[src/rtl/tcp_vlg_pkg.sv]
// Shared types and constants for the TCP engine slice: delayed-ACK reason
// encoding and the saturating byte accumulator used by the ACK trackers.
package tcp_vlg_pkg;

    localparam int ACK_RSN_W   = 7;
    localparam int ACK_BYTES_W = 17;

    localparam int RSN_TIMEOUT = 0;
    localparam int RSN_PKTS    = 1;
    localparam int RSN_BYTES   = 2;
    localparam int RSN_OOO     = 3;
    localparam int RSN_PSH     = 4;
    localparam int RSN_SACK    = 5;
    localparam int RSN_WIN     = 6;

    typedef struct packed {
        logic win;
        logic sack;
        logic psh;
        logic ooo;
        logic bytes;
        logic pkts;
        logic timeout;
    } ack_reason_t;

    function automatic logic [ACK_BYTES_W-1:0] sat_add_bytes(
        input logic [ACK_BYTES_W-1:0] acc,
        input logic [15:0]            len
    );
        logic [ACK_BYTES_W:0] sum;
        sum = {1'b0, acc} + {2'b00, len};
        if (sum[ACK_BYTES_W]) begin
            return {ACK_BYTES_W{1'b1}};
        end else begin
            return sum[ACK_BYTES_W-1:0];
        end
    endfunction

endpackage

[src/rtl/tcp_vlg_ack_chan.sv]
// Per-connection delayed-ACK tracker: unacked timer, packet and byte counters,
// trigger evaluation and the pending/reason flags presented to the arbiter.
module tcp_vlg_ack_chan
    import tcp_vlg_pkg::*;
#(
    parameter int TIMEOUT           = 1250,
    parameter int FORCE_ACK_PACKETS = 5,
    parameter int FORCE_ACK_BYTES   = 2920,
    parameter int IMM_OOO           = 1,
    parameter int IMM_PSH           = 0
) (
    input  logic                 clk,
    input  logic                 rst,
    input  logic                 connected,
    input  logic                 rx_val,
    input  logic [31:0]          rx_seq_end,
    input  logic [15:0]          rx_len,
    input  logic                 rx_psh,
    input  logic [31:0]          loc_ack,
    input  logic [31:0]          rep_ack,
    input  logic                 sack_upd,
    input  logic                 win_upd,
    input  logic                 done,
    output logic                 pending,
    output logic [ACK_RSN_W-1:0] reason
);

    localparam int TW = $clog2(TIMEOUT + 32'sd1);
    localparam int PW = $clog2(FORCE_ACK_PACKETS + 32'sd1);
    localparam int BW = ACK_BYTES_W + 32'sd1;

    localparam logic [TW-1:0] TMR_MAX   = TW'(TIMEOUT);
    localparam logic [TW-1:0] TMR_FIRE  = TW'(TIMEOUT - 32'sd1);
    localparam logic [PW-1:0] PKT_MAX   = PW'(FORCE_ACK_PACKETS);
    localparam logic [BW-1:0] BYTES_LIM = BW'(FORCE_ACK_BYTES);
    localparam logic          BYTES_EN  = (FORCE_ACK_BYTES != 32'sd0);
    localparam logic          OOO_EN    = (IMM_OOO != 32'sd0);
    localparam logic          PSH_EN    = (IMM_PSH != 32'sd0);

    logic                   acked_r;
    logic [TW-1:0]          timer_r;
    logic [PW-1:0]          pkts_r;
    logic [ACK_BYTES_W-1:0] bytes_r;
    logic                   pending_r;
    logic [ACK_RSN_W-1:0]   reason_r;

    logic                   ooo_s;
    logic [ACK_RSN_W-1:0]   trig_s;
    logic [TW-1:0]          timer_nxt_s;
    logic [PW-1:0]          pkts_nxt_s;
    logic [ACK_BYTES_W-1:0] bytes_nxt_s;

    assign pending = pending_r;
    assign reason  = reason_r;

    // Trigger evaluation; nothing fires while the connection is down.
    always_comb begin
        ooo_s  = rx_val && (rx_seq_end != loc_ack);
        trig_s = {ACK_RSN_W{1'b0}};
        if (connected) begin
            trig_s[RSN_TIMEOUT] = (timer_r == TMR_FIRE);
            trig_s[RSN_PKTS]    = (pkts_r == PKT_MAX) && !acked_r;
            trig_s[RSN_BYTES]   = BYTES_EN && ({1'b0, bytes_r} >= BYTES_LIM);
            trig_s[RSN_OOO]     = OOO_EN && ooo_s;
            trig_s[RSN_PSH]     = PSH_EN && rx_val && rx_psh;
            trig_s[RSN_SACK]    = sack_upd;
            trig_s[RSN_WIN]     = win_upd;
        end else begin
            trig_s = {ACK_RSN_W{1'b0}};
        end
    end

    // Next counter values; an out-of-order segment restarts the timer but still counts.
    always_comb begin
        timer_nxt_s = {TW{1'b0}};
        pkts_nxt_s  = {PW{1'b0}};
        bytes_nxt_s = {ACK_BYTES_W{1'b0}};
        if (!connected || acked_r || done) begin
            timer_nxt_s = {TW{1'b0}};
        end else begin
            if (ooo_s) begin
                timer_nxt_s = {TW{1'b0}};
            end else if (timer_r == TMR_MAX) begin
                timer_nxt_s = timer_r;
            end else begin
                timer_nxt_s = timer_r + TW'(1'b1);
            end
            if (rx_val) begin
                pkts_nxt_s  = (pkts_r == PKT_MAX) ? pkts_r : pkts_r + PW'(1'b1);
                bytes_nxt_s = sat_add_bytes(bytes_r, rx_len);
            end else begin
                pkts_nxt_s  = pkts_r;
                bytes_nxt_s = bytes_r;
            end
        end
    end

    // Channel state registers; a completion keeps only triggers seen in that same cycle.
    always_ff @(posedge clk) begin
        if (rst) begin
            acked_r   <= 1'b0;
            timer_r   <= {TW{1'b0}};
            pkts_r    <= {PW{1'b0}};
            bytes_r   <= {ACK_BYTES_W{1'b0}};
            pending_r <= 1'b0;
            reason_r  <= {ACK_RSN_W{1'b0}};
        end else begin
            acked_r <= (loc_ack == rep_ack);
            timer_r <= timer_nxt_s;
            pkts_r  <= pkts_nxt_s;
            bytes_r <= bytes_nxt_s;
            if (!connected) begin
                pending_r <= 1'b0;
                reason_r  <= {ACK_RSN_W{1'b0}};
            end else if (done) begin
                pending_r <= |trig_s;
                reason_r  <= trig_s;
            end else begin
                pending_r <= pending_r | (|trig_s);
                reason_r  <= reason_r | trig_s;
            end
        end
    end

endmodule

[src/rtl/tcp_vlg_ack_ctl.sv]
// Multi-channel delayed-ACK controller: per-channel trackers arbitrated
// round-robin onto the single TX pure-ACK request port.
module tcp_vlg_ack_ctl
    import tcp_vlg_pkg::*;
#(
    parameter int CHANNELS          = 4,
    parameter int TIMEOUT           = 1250,
    parameter int FORCE_ACK_PACKETS = 5,
    parameter int FORCE_ACK_BYTES   = 2920,
    parameter int IMM_OOO           = 1,
    parameter int IMM_PSH           = 0,
    localparam int CW = (CHANNELS > 32'sd1) ? $clog2(CHANNELS) : 32'sd1
) (
    input  logic                       clk,
    input  logic                       rst,
    input  logic [CHANNELS-1:0]        connected,
    input  logic [CHANNELS-1:0]        rx_val,
    input  logic [CHANNELS-1:0][31:0]  rx_seq_end,
    input  logic [CHANNELS-1:0][15:0]  rx_len,
    input  logic [CHANNELS-1:0]        rx_psh,
    input  logic [CHANNELS-1:0][31:0]  loc_ack,
    input  logic [CHANNELS-1:0][31:0]  rep_ack,
    input  logic [CHANNELS-1:0]        sack_upd,
    input  logic [CHANNELS-1:0]        win_upd,
    output logic                       tx_req,
    output logic [CW-1:0]              tx_ch,
    output logic [ACK_RSN_W-1:0]       tx_reason,
    input  logic                       tx_sent
);

    localparam int            IW      = CW + 32'sd1;
    localparam logic [IW-1:0] CH_CNT  = IW'(CHANNELS);
    localparam logic [CW-1:0] LAST_CH = CW'(CHANNELS - 32'sd1);

    localparam logic ST_IDLE = 1'b0;
    localparam logic ST_REQ  = 1'b1;

    logic                                state_r;
    logic                                tx_req_r;
    logic [CW-1:0]                       tx_ch_r;
    logic [CW-1:0]                       rr_ptr_r;

    logic [CHANNELS-1:0]                 pending_s;
    logic [CHANNELS-1:0][ACK_RSN_W-1:0]  reason_s;
    logic [CHANNELS-1:0]                 done_s;
    logic                                pick_vld_s;
    logic [CW-1:0]                       pick_ch_s;
    logic [IW-1:0]                       idx_s;
    ack_reason_t                         gnt_rsn_s;

    for (genvar c = 0; c < CHANNELS; c++) begin : g_chan
        assign done_s[c] = tx_sent && (state_r == ST_REQ) && (tx_ch_r == CW'(c));

        tcp_vlg_ack_chan #(
            .TIMEOUT           (TIMEOUT),
            .FORCE_ACK_PACKETS (FORCE_ACK_PACKETS),
            .FORCE_ACK_BYTES   (FORCE_ACK_BYTES),
            .IMM_OOO           (IMM_OOO),
            .IMM_PSH           (IMM_PSH)
        ) u_chan (
            .clk        (clk),
            .rst        (rst),
            .connected  (connected[c]),
            .rx_val     (rx_val[c]),
            .rx_seq_end (rx_seq_end[c]),
            .rx_len     (rx_len[c]),
            .rx_psh     (rx_psh[c]),
            .loc_ack    (loc_ack[c]),
            .rep_ack    (rep_ack[c]),
            .sack_upd   (sack_upd[c]),
            .win_upd    (win_upd[c]),
            .done       (done_s[c]),
            .pending    (pending_s[c]),
            .reason     (reason_s[c])
        );
    end

    assign tx_req    = tx_req_r;
    assign tx_ch     = tx_ch_r;
    assign tx_reason = gnt_rsn_s;

    // First pending channel at or after rr_ptr, wrapping modulo CHANNELS.
    always_comb begin
        pick_vld_s = 1'b0;
        pick_ch_s  = {CW{1'b0}};
        idx_s      = {IW{1'b0}};
        for (int i = 0; i < CHANNELS; i++) begin
            idx_s = {1'b0, rr_ptr_r} + IW'(i);
            if (idx_s >= CH_CNT) begin
                idx_s = idx_s - CH_CNT;
            end else begin
                idx_s = idx_s;
            end
            if (!pick_vld_s && pending_s[idx_s[CW-1:0]]) begin
                pick_vld_s = 1'b1;
                pick_ch_s  = idx_s[CW-1:0];
            end else begin
                pick_vld_s = pick_vld_s;
            end
        end
    end

    // Reason of the granted channel follows it live while the request is up.
    always_comb begin
        if (state_r == ST_REQ) begin
            gnt_rsn_s = ack_reason_t'(reason_s[tx_ch_r]);
        end else begin
            gnt_rsn_s = ack_reason_t'(7'b0000000);
        end
    end

    // Grant FSM; a disconnect of the granted channel abandons it without moving rr_ptr.
    always_ff @(posedge clk) begin
        if (rst) begin
            state_r  <= ST_IDLE;
            tx_req_r <= 1'b0;
            tx_ch_r  <= {CW{1'b0}};
            rr_ptr_r <= {CW{1'b0}};
        end else begin
            case (state_r)
                ST_IDLE: begin
                    if (pick_vld_s) begin
                        state_r  <= ST_REQ;
                        tx_req_r <= 1'b1;
                        tx_ch_r  <= pick_ch_s;
                    end else begin
                        state_r  <= ST_IDLE;
                        tx_req_r <= 1'b0;
                    end
                end
                ST_REQ: begin
                    if (tx_sent) begin
                        state_r  <= ST_IDLE;
                        tx_req_r <= 1'b0;
                        rr_ptr_r <= (tx_ch_r == LAST_CH) ? {CW{1'b0}} : tx_ch_r + CW'(1'b1);
                    end else if (!connected[tx_ch_r]) begin
                        state_r  <= ST_IDLE;
                        tx_req_r <= 1'b0;
                    end else begin
                        state_r  <= ST_REQ;
                        tx_req_r <= 1'b1;
                    end
                end
                default: begin
                    state_r  <= ST_IDLE;
                    tx_req_r <= 1'b0;
                end
            endcase
        end
    end

endmodule

[config.mk]
export PLATFORM = sky130hd
export DESIGN_NAME = tcp_vlg_ack_ctl
export DESIGN_NICKNAME = d
export VERILOG_FILES = /design/src/rtl/tcp_vlg_pkg.sv /design/src/rtl/tcp_vlg_ack_chan.sv /design/src/rtl/tcp_vlg_ack_ctl.sv
export SDC_FILE = /design/constraint.sdc
export NUM_CORES = 1
export LEC_CHECK = 0
export CAP_MARGIN = 20
export CORE_AREA = 2 2 185 187
export DETAILED_ROUTE_END_ITERATION = 8
export DIE_AREA = 0 0 187 189
export DONT_BUFFER_PORTS = 1
export PLACE_DENSITY = 0.63
export SLEW_MARGIN = 40
export SYNTH_ARGS = -nofsm -noshare
export SYNTH_HDL_FRONTEND = slang
export SYNTH_SLANG_ARGS = --single-unit
[constraint.sdc]
create_clock -name clk -period 6.4 [get_ports clk]
set_clock_uncertainty 0.1 [all_clocks]
set_input_delay 0.64 -clock clk [delete_from_list [all_inputs] [get_ports clk]]
set_output_delay 0.64 -clock clk [all_outputs]
set_load 0.005 [all_outputs]
# Word level (Yosys, flattened, before mapping)
# Cells that the tools add are included.
# Widths: inputs -> output; s select.
totals:
  memories: 0
  input_bits: 471
  register_bits: 165
  mem_bits_rw: 0
  latchBits: 0
  rom_bits: 0
  word_cells: 204
op_classes:
  n_addsub: 20
  n_shift: 0
  n_bitwise: 17
  n_eq_ne: 23
  magnitude_cmp: 13
  n_reduce_logical: 58
  n_mul: 0
  n_div: 0
  muxes: 46
op_table:
  columns: ["cell", "n"]
  rows:
  - ["$eq 32x32->1", 4]
  - ["$ne 32x32->1", 4]
  - ["$eq 11x11->1 const B", 8]
  - ["$add 17x16->18", 4]
  - ["$mux 7", 10]
  - ["$ge 17x12->1 const B", 4]
  - ["$mux 17", 4]
  - ["$add 11x1->11 const B", 4]
  - ["$or 7x7->7", 4]
  - ["$reduce_or 7->1", 4]
  - ["$mux 2", 9]
  - ["$logic_and 1x1->1", 16]
  - ["$mux 1", 16]
  - ["$reduce_or 2->1", 8]
  - ["$lt 2x3->1 const B", 5]
  - ["$bmux 7 s2", 1]
  - ["$add 3x1->3 const B", 4]
  - ["$eq 3x3->1 const B", 4]
  - ["$reduce_and 2->1", 6]
  - ["$reduce_or 3->1", 4]
  - ["$logic_not 1->1", 11]
  - ["$bmux 1 s2", 5]
  - ["$ge 3x3->1 const B", 3]
  - ["$not 1->1", 9]
  - ["other kinds (11)", 26]

# Depth between registers and ports, before layout
logic_depth:
  word_depth: 16
  depth_mapped: 11

# Modules after synthesis
# A second synthesis with hierarchy kept.
hier_totals:
  cells_unflattened: 1581
  hier_area_um2: 13078.8
modules_own_cells:
  columns: ["module", "seq_area_each_um2", "n_inst", "area_each_um2", "cells_each"]
  rows:
  - ["tcp_vlg_ack_chan at g_chan[1].u_chan ...", 780.7, 2, 3109.2, 375]
  - ["tcp_vlg_ack_chan at g_chan[3].u_chan", 780.7, 1, 3205.6, 394]
  - ["tcp_vlg_ack_chan at g_chan[0].u_chan", 780.7, 1, 3046.7, 372]
  - ["tcp_vlg_ack_ctl", 100.1, 1, 608.1, 65]

# Worst setup path after synthesis
# OpenSTA, ideal clock, no wires.
synth_path:
  path_kind: "input to register"
  from: "in rx_len[48] (netlist bit)"
  to: "reg g_chan[3].u_chan.bytes_r[16]"
  path_slack_ns: 3.641
  path_stages: 10
  arrival_ns: 2.585
  required_time_ns: 6.226
  path_cell_list: "ha_1 inv_1 fa_1 nand2b_1 a21oi_1 a211oi_1 a31oi_1 a21oi_1 or3b_2 a31oi_1"
synth_via:
  elab_chain_cells: 2
synth_rtl:
  columns: ["element", "line", "rtl"]
  rows:
  - ["start, declared", "tcp_vlg_ack_ctl.sv:19", "input logic [CHANNELS-1:0][15:0] rx_len,"]
  - ["$add 17x16->18", "tcp_vlg_pkg.sv:31", "sum = {1'b0, acc} + {2'b00, len};"]
  - ["$mux 17", "tcp_vlg_pkg.sv:32", "if (sum[ACK_BYTES_W]) begin"]
  - ["end signal, assigned", "tcp_vlg_ack_chan.sv:104", "bytes_r <= {ACK_BYTES_W{1'b0}};"]
  - ["end signal, assigned", "tcp_vlg_ack_chan.sv:111", "bytes_r <= bytes_nxt_s;"]
  - ["end, declared", "tcp_vlg_ack_chan.sv:43", "logic [ACK_BYTES_W-1:0] bytes_r;"]
# Every way passes these cells.
# A chain may end at the register's enable or synchronous reset.

# Worst setup path in the final report
layout_path:
  from: "reg tx_ch_r[0] (netlist: tx_ch[0])"
  to: "reg g_chan[2].u_chan.timer_r[1]"
layout_via:
  elab_chain_cells: 4
layout_rtl:
  columns: ["element", "line", "rtl"]
  rows:
  - ["start, declared", "tcp_vlg_ack_ctl.sv:40", "logic [CW-1:0] tx_ch_r;"]
  - ["start signal, assigned", "tcp_vlg_ack_ctl.sv:117", "tx_ch_r <= {CW{1'b0}};"]
  - ["start signal, assigned", "tcp_vlg_ack_ctl.sv:125", "tx_ch_r <= pick_ch_s;"]
  - ["$eq 2x2->1", "tcp_vlg_ack_ctl.sv:52", "assign done_s[c] = tx_sent && (state_r == ST_REQ) && (tx_ch_r == CW'(c));"]
  - ["$logic_and 1x1->1", "tcp_vlg_ack_ctl.sv:52", null]
  - ["$logic_or 1x1->1", "tcp_vlg_ack_chan.sv:78", "if (!connected || acked_r || done) begin"]
  - ["$reduce_or 3->1 (no line)", null, null]
  - ["end signal, assigned", "tcp_vlg_ack_chan.sv:102", "timer_r <= {TW{1'b0}};"]
  - ["end signal, assigned", "tcp_vlg_ack_chan.sv:109", "timer_r <= timer_nxt_s;"]
  - ["end, declared", "tcp_vlg_ack_chan.sv:41", "logic [TW-1:0] timer_r;"]
# Every way passes these cells.

==> key figures <==
Synthesis
  • Post-synth ARST share: 0
  • Post-synth EDFFs: 0
  • Most common cell in the synthesized netlist: xor2_1
  • Cells taking the most area after synthesis: dfxtp_1 26%, xor2_1 18%, ha_1 8.9%, xnor2_1 7.4%, a21oi_1 6.6%
  • Syn nets: 2059
  • Primary FF master, synth: dfxtp_1
  • Yosys top cell by area: dfxtp_1
  • #FFs+latches synth: 161
  • Avg Cell Area, Syn: 8.273 um2
  • Synth Area in Simple Gates: 0.1809
  • Largest family of logic cells by synthesized area: XOR/XNOR gates
  • Synth top area share: 0.2604
  • Post-Syn Instances: 1496
  • Adder-cell share of the synthesized area: 0.09543
  • Sequential cell area fraction in the yosys report: 0.2604
  • Distinct cells, synth: 60
  • Post-synthesis xor/xnor area fraction: 0.2505
  • Synth warnings: 0
  • Commonest cells in the netlist: 250 x xor2_1, 163 x a21oi_1, 161 x dfxtp_1, 104 x xnor2_1, 102 x nor2_1
  • Mapped Area: 12380 um2
  • Mux cell area share after synthesis: 0.01617
  • Synth Area in Compound Gates: 0.1685

Routing
  • Drt pass-1 iters: 5
  • Vias: 10860
  • Vias per inst: 5.606
  • Met1 WL: 15.07 mm
  • DRT Wirelength: 39.07 mm
  • Routed len/inst: 20.17 um
  • Highest routed layer: met4
  • Met2 wire length: 19.47 mm
  • DRC Markers: 0
  • DRT iter0 DRCs: 452
  • Antenna Nets Post-Route: 0
  • Met3 wire length: 2.674 mm

Die
  • Die ar.: 35340 um2
  • IO Pins: 481
  • Row cnt: 67
  • Area of the core: 33280 um2
  • Starting Density: 0.3719
  • Vert. Die Dim: 189 um
  • Die W: 187 um

Critical path
  • Setup Crit Path Kind: reg2reg
  • Worst EP arrival: 3.09 ns
  • Maximum fanout along the worst path: 19
  • Reg2Reg Depth: 6
  • Critical path launch point type: register
  • Critical path startpoint: tx_ch[0]
  • Worst r2r src: tx_ch[0]
  • Worst R2R Setup Slack: 3.55 ns
  • RR Endpoint: g_chan[2].u_chan.timer_r[1]
  • Critical Path RT: 6.64 ns
  • Worst setup endpoint: g_chan[2].u_chan.timer_r[1]
  • Crit end category: register

Flow run
  • Max_cap viols: 0

Finish
  • Area growth syn-to-layout: 8.057%
  • # nets final: 2038
  • Finished Cell Area: 13370 um2
  • Final Util: 0.4019
  • Layout cell share with drive strength beyond 1: 0.03763

GRT
  • Gr ovfl total: 0
  • First-pass GRT wire length: 59.28 mm
  • Total GRT Usage: 0.2139
  • Largest net degree at the start of global routing: 24
  • Vias in the first global route: 10870
  • Initial antenna violation count: 2

Clocking
  • Clock buffer depth: 2
  • Resized Gates After CTS: 0
  • Clock-pin transition on the worst setup and hold timing paths: 0.07 ns
  • Hold_buf cts: 0
  • Clock sink total: 161
  • Clock Latency Late Sink: 0.44 ns
  • Setup Buffers After CTS: 0
  • CTS tree: yes
  • H-tree depth: 4
  • Root Driver: clkbuf_16
  • CTS buffer count: 17

STA
  • Period utilisation layout: 0.4453
  • Maximum clock frequency: 350.9 MHz
  • Hold Vio Cnt, Final: 0
  • Slew Viols, Final: 0
  • Endpoints failing setup: 0
  • Worst slew pin tran: 0.7357 ns
  • RSZ-0062 raised after global routing: false
  • Slew headroom: 0.5089
  • Setup TNS Final: 0 ns
  • Setup ws final: 3.550 ns
  • Min Tclk post-route: 2.850 ns

Place
  • Post-DP Area: 12750 um2
  • Port buffer count: 0
  • Pre-CTS setup slack: 3.334 ns
  • GP Congestion: 0.9927
  • Post-DP HPWL: 32.41 mm

Status
  • Status: complete, no violations

Power and ir drop
  • Static Leak: 5.143 nW
  • Power density over cell area: 197.3 nW/um2
  • Peak supply drop: 156.5 uV
  • Final total power: 0.002639 W

Hold path
  • Worst min-delay path category: in2reg
[worst min-delay path by stage]
stage	startpoint	to	slack (ns)	cells after the start
after global routing	rst	rr_ptr_r[1]	0.16	1
after CTS	rst	rr_ptr_r[1]	0.16	1
after detailed placement	g_chan[0].u_chan.reason[2]	g_chan[0].u_chan.reason[2]	0.35	2
after floorplan	g_chan[2].u_chan.reason[0]	g_chan[2].u_chan.reason[0]	0.33	2
after global placement	g_chan[0].u_chan.reason[2]	g_chan[0].u_chan.reason[2]	0.35	2
final	rst	rr_ptr_r[1]	0.18	1
[placed cells by master (no fill, tap or decap), types with 4 or more instances in the layout]
cell,count
inv_6,4
nand3_1,48
xor2_1,250
clkbuf_16,17
nor3_1,23
nor2_1,102
fa_1,4
a41oi_1,4
a31oi_1,7
dfxtp_1,161
inv_1,42
a211o_1,5
nor4b_1,7
o21ai_0,99
ha_1,88
a211oi_1,15
a21o_1,20
and4b_1,5
a21oi_1,163
o21a_1,7
o31ai_1,4
nand2b_1,18
o211ai_1,9
and3_1,20
nand2_1,81
and2_1,18
a31o_2,4
or4_1,11
nor4_1,54
mux4_2,7
nand4_1,37
xnor2_1,104
[area by class of cell]
| type | count | area [um2] |
|---|---|---|
| Clock buffer | 19 | 452.9 |
| Clock inverter | 13 | 167.7 |
| Inverter | 42 | 157.7 |
| Fill cell | 3413 | 19910 |
| Multi-Input combinational cell | 1253 | 8810 |
| Antenna cell | 1 | 2.502 |
| Sequential cell | 161 | 3223 |
| Tap cell | 448 | 560.5 |
[worst max-delay path: stages (launching register included)]
cell,delay (ns)
dfxtp_1,0.80
inv_1,0.16
ha_1,0.24
nand3_1,0.24
and2_1,0.60
nand2_1,0.37
a211oi_1,0.25
[cells by family after synthesis]
logic type	Yosys count
other cells	1
buf+inv	82
compound gates	359
flops	161
simple gates	436
fa+ha+maj	92
xor+xnor	354
mux	11
[through the flow]
stage / cells / hold slack (ns)
after floorplan: 1496 / 0.3331
after CTS: 1936 / 0.1582
after global placement: 1904 / 0.3476
after detailed placement: 1904 / 0.3542
final: 1937 / 0.1773
after global routing: 1936 / 0.1571
[routing by layer]
layer / track usage / vias up
met1: 0.2300 / 5055
met5: 0 / -
met3: 0.05264 / 83
li1: - / 5286
met2: 0.3896 / 434
met4: 0.1087 / 0
[report_power, final]
group,internal (W),switching (W),total [W]
Sequential,0.00104,0.0000363,0.00107
Clock,0.000613,0.000471,0.00108
Combinational,0.000228,0.000254,0.000483
Total,0.00188,0.000761,0.00264
[flip-flops by register name (all words and copies together), names as in the netlist]
name,cells
g_chan.u_chan.acked_r,4
g_chan.u_chan.pending,4
tx_ch,2
tx_req,1
g_chan.u_chan.pkts_r,12
g_chan.u_chan.timer_r,44
rr_ptr_r,2
g_chan.u_chan.bytes_r,68
g_chan.u_chan.reason,24
(Power assumes the default switching activity.)
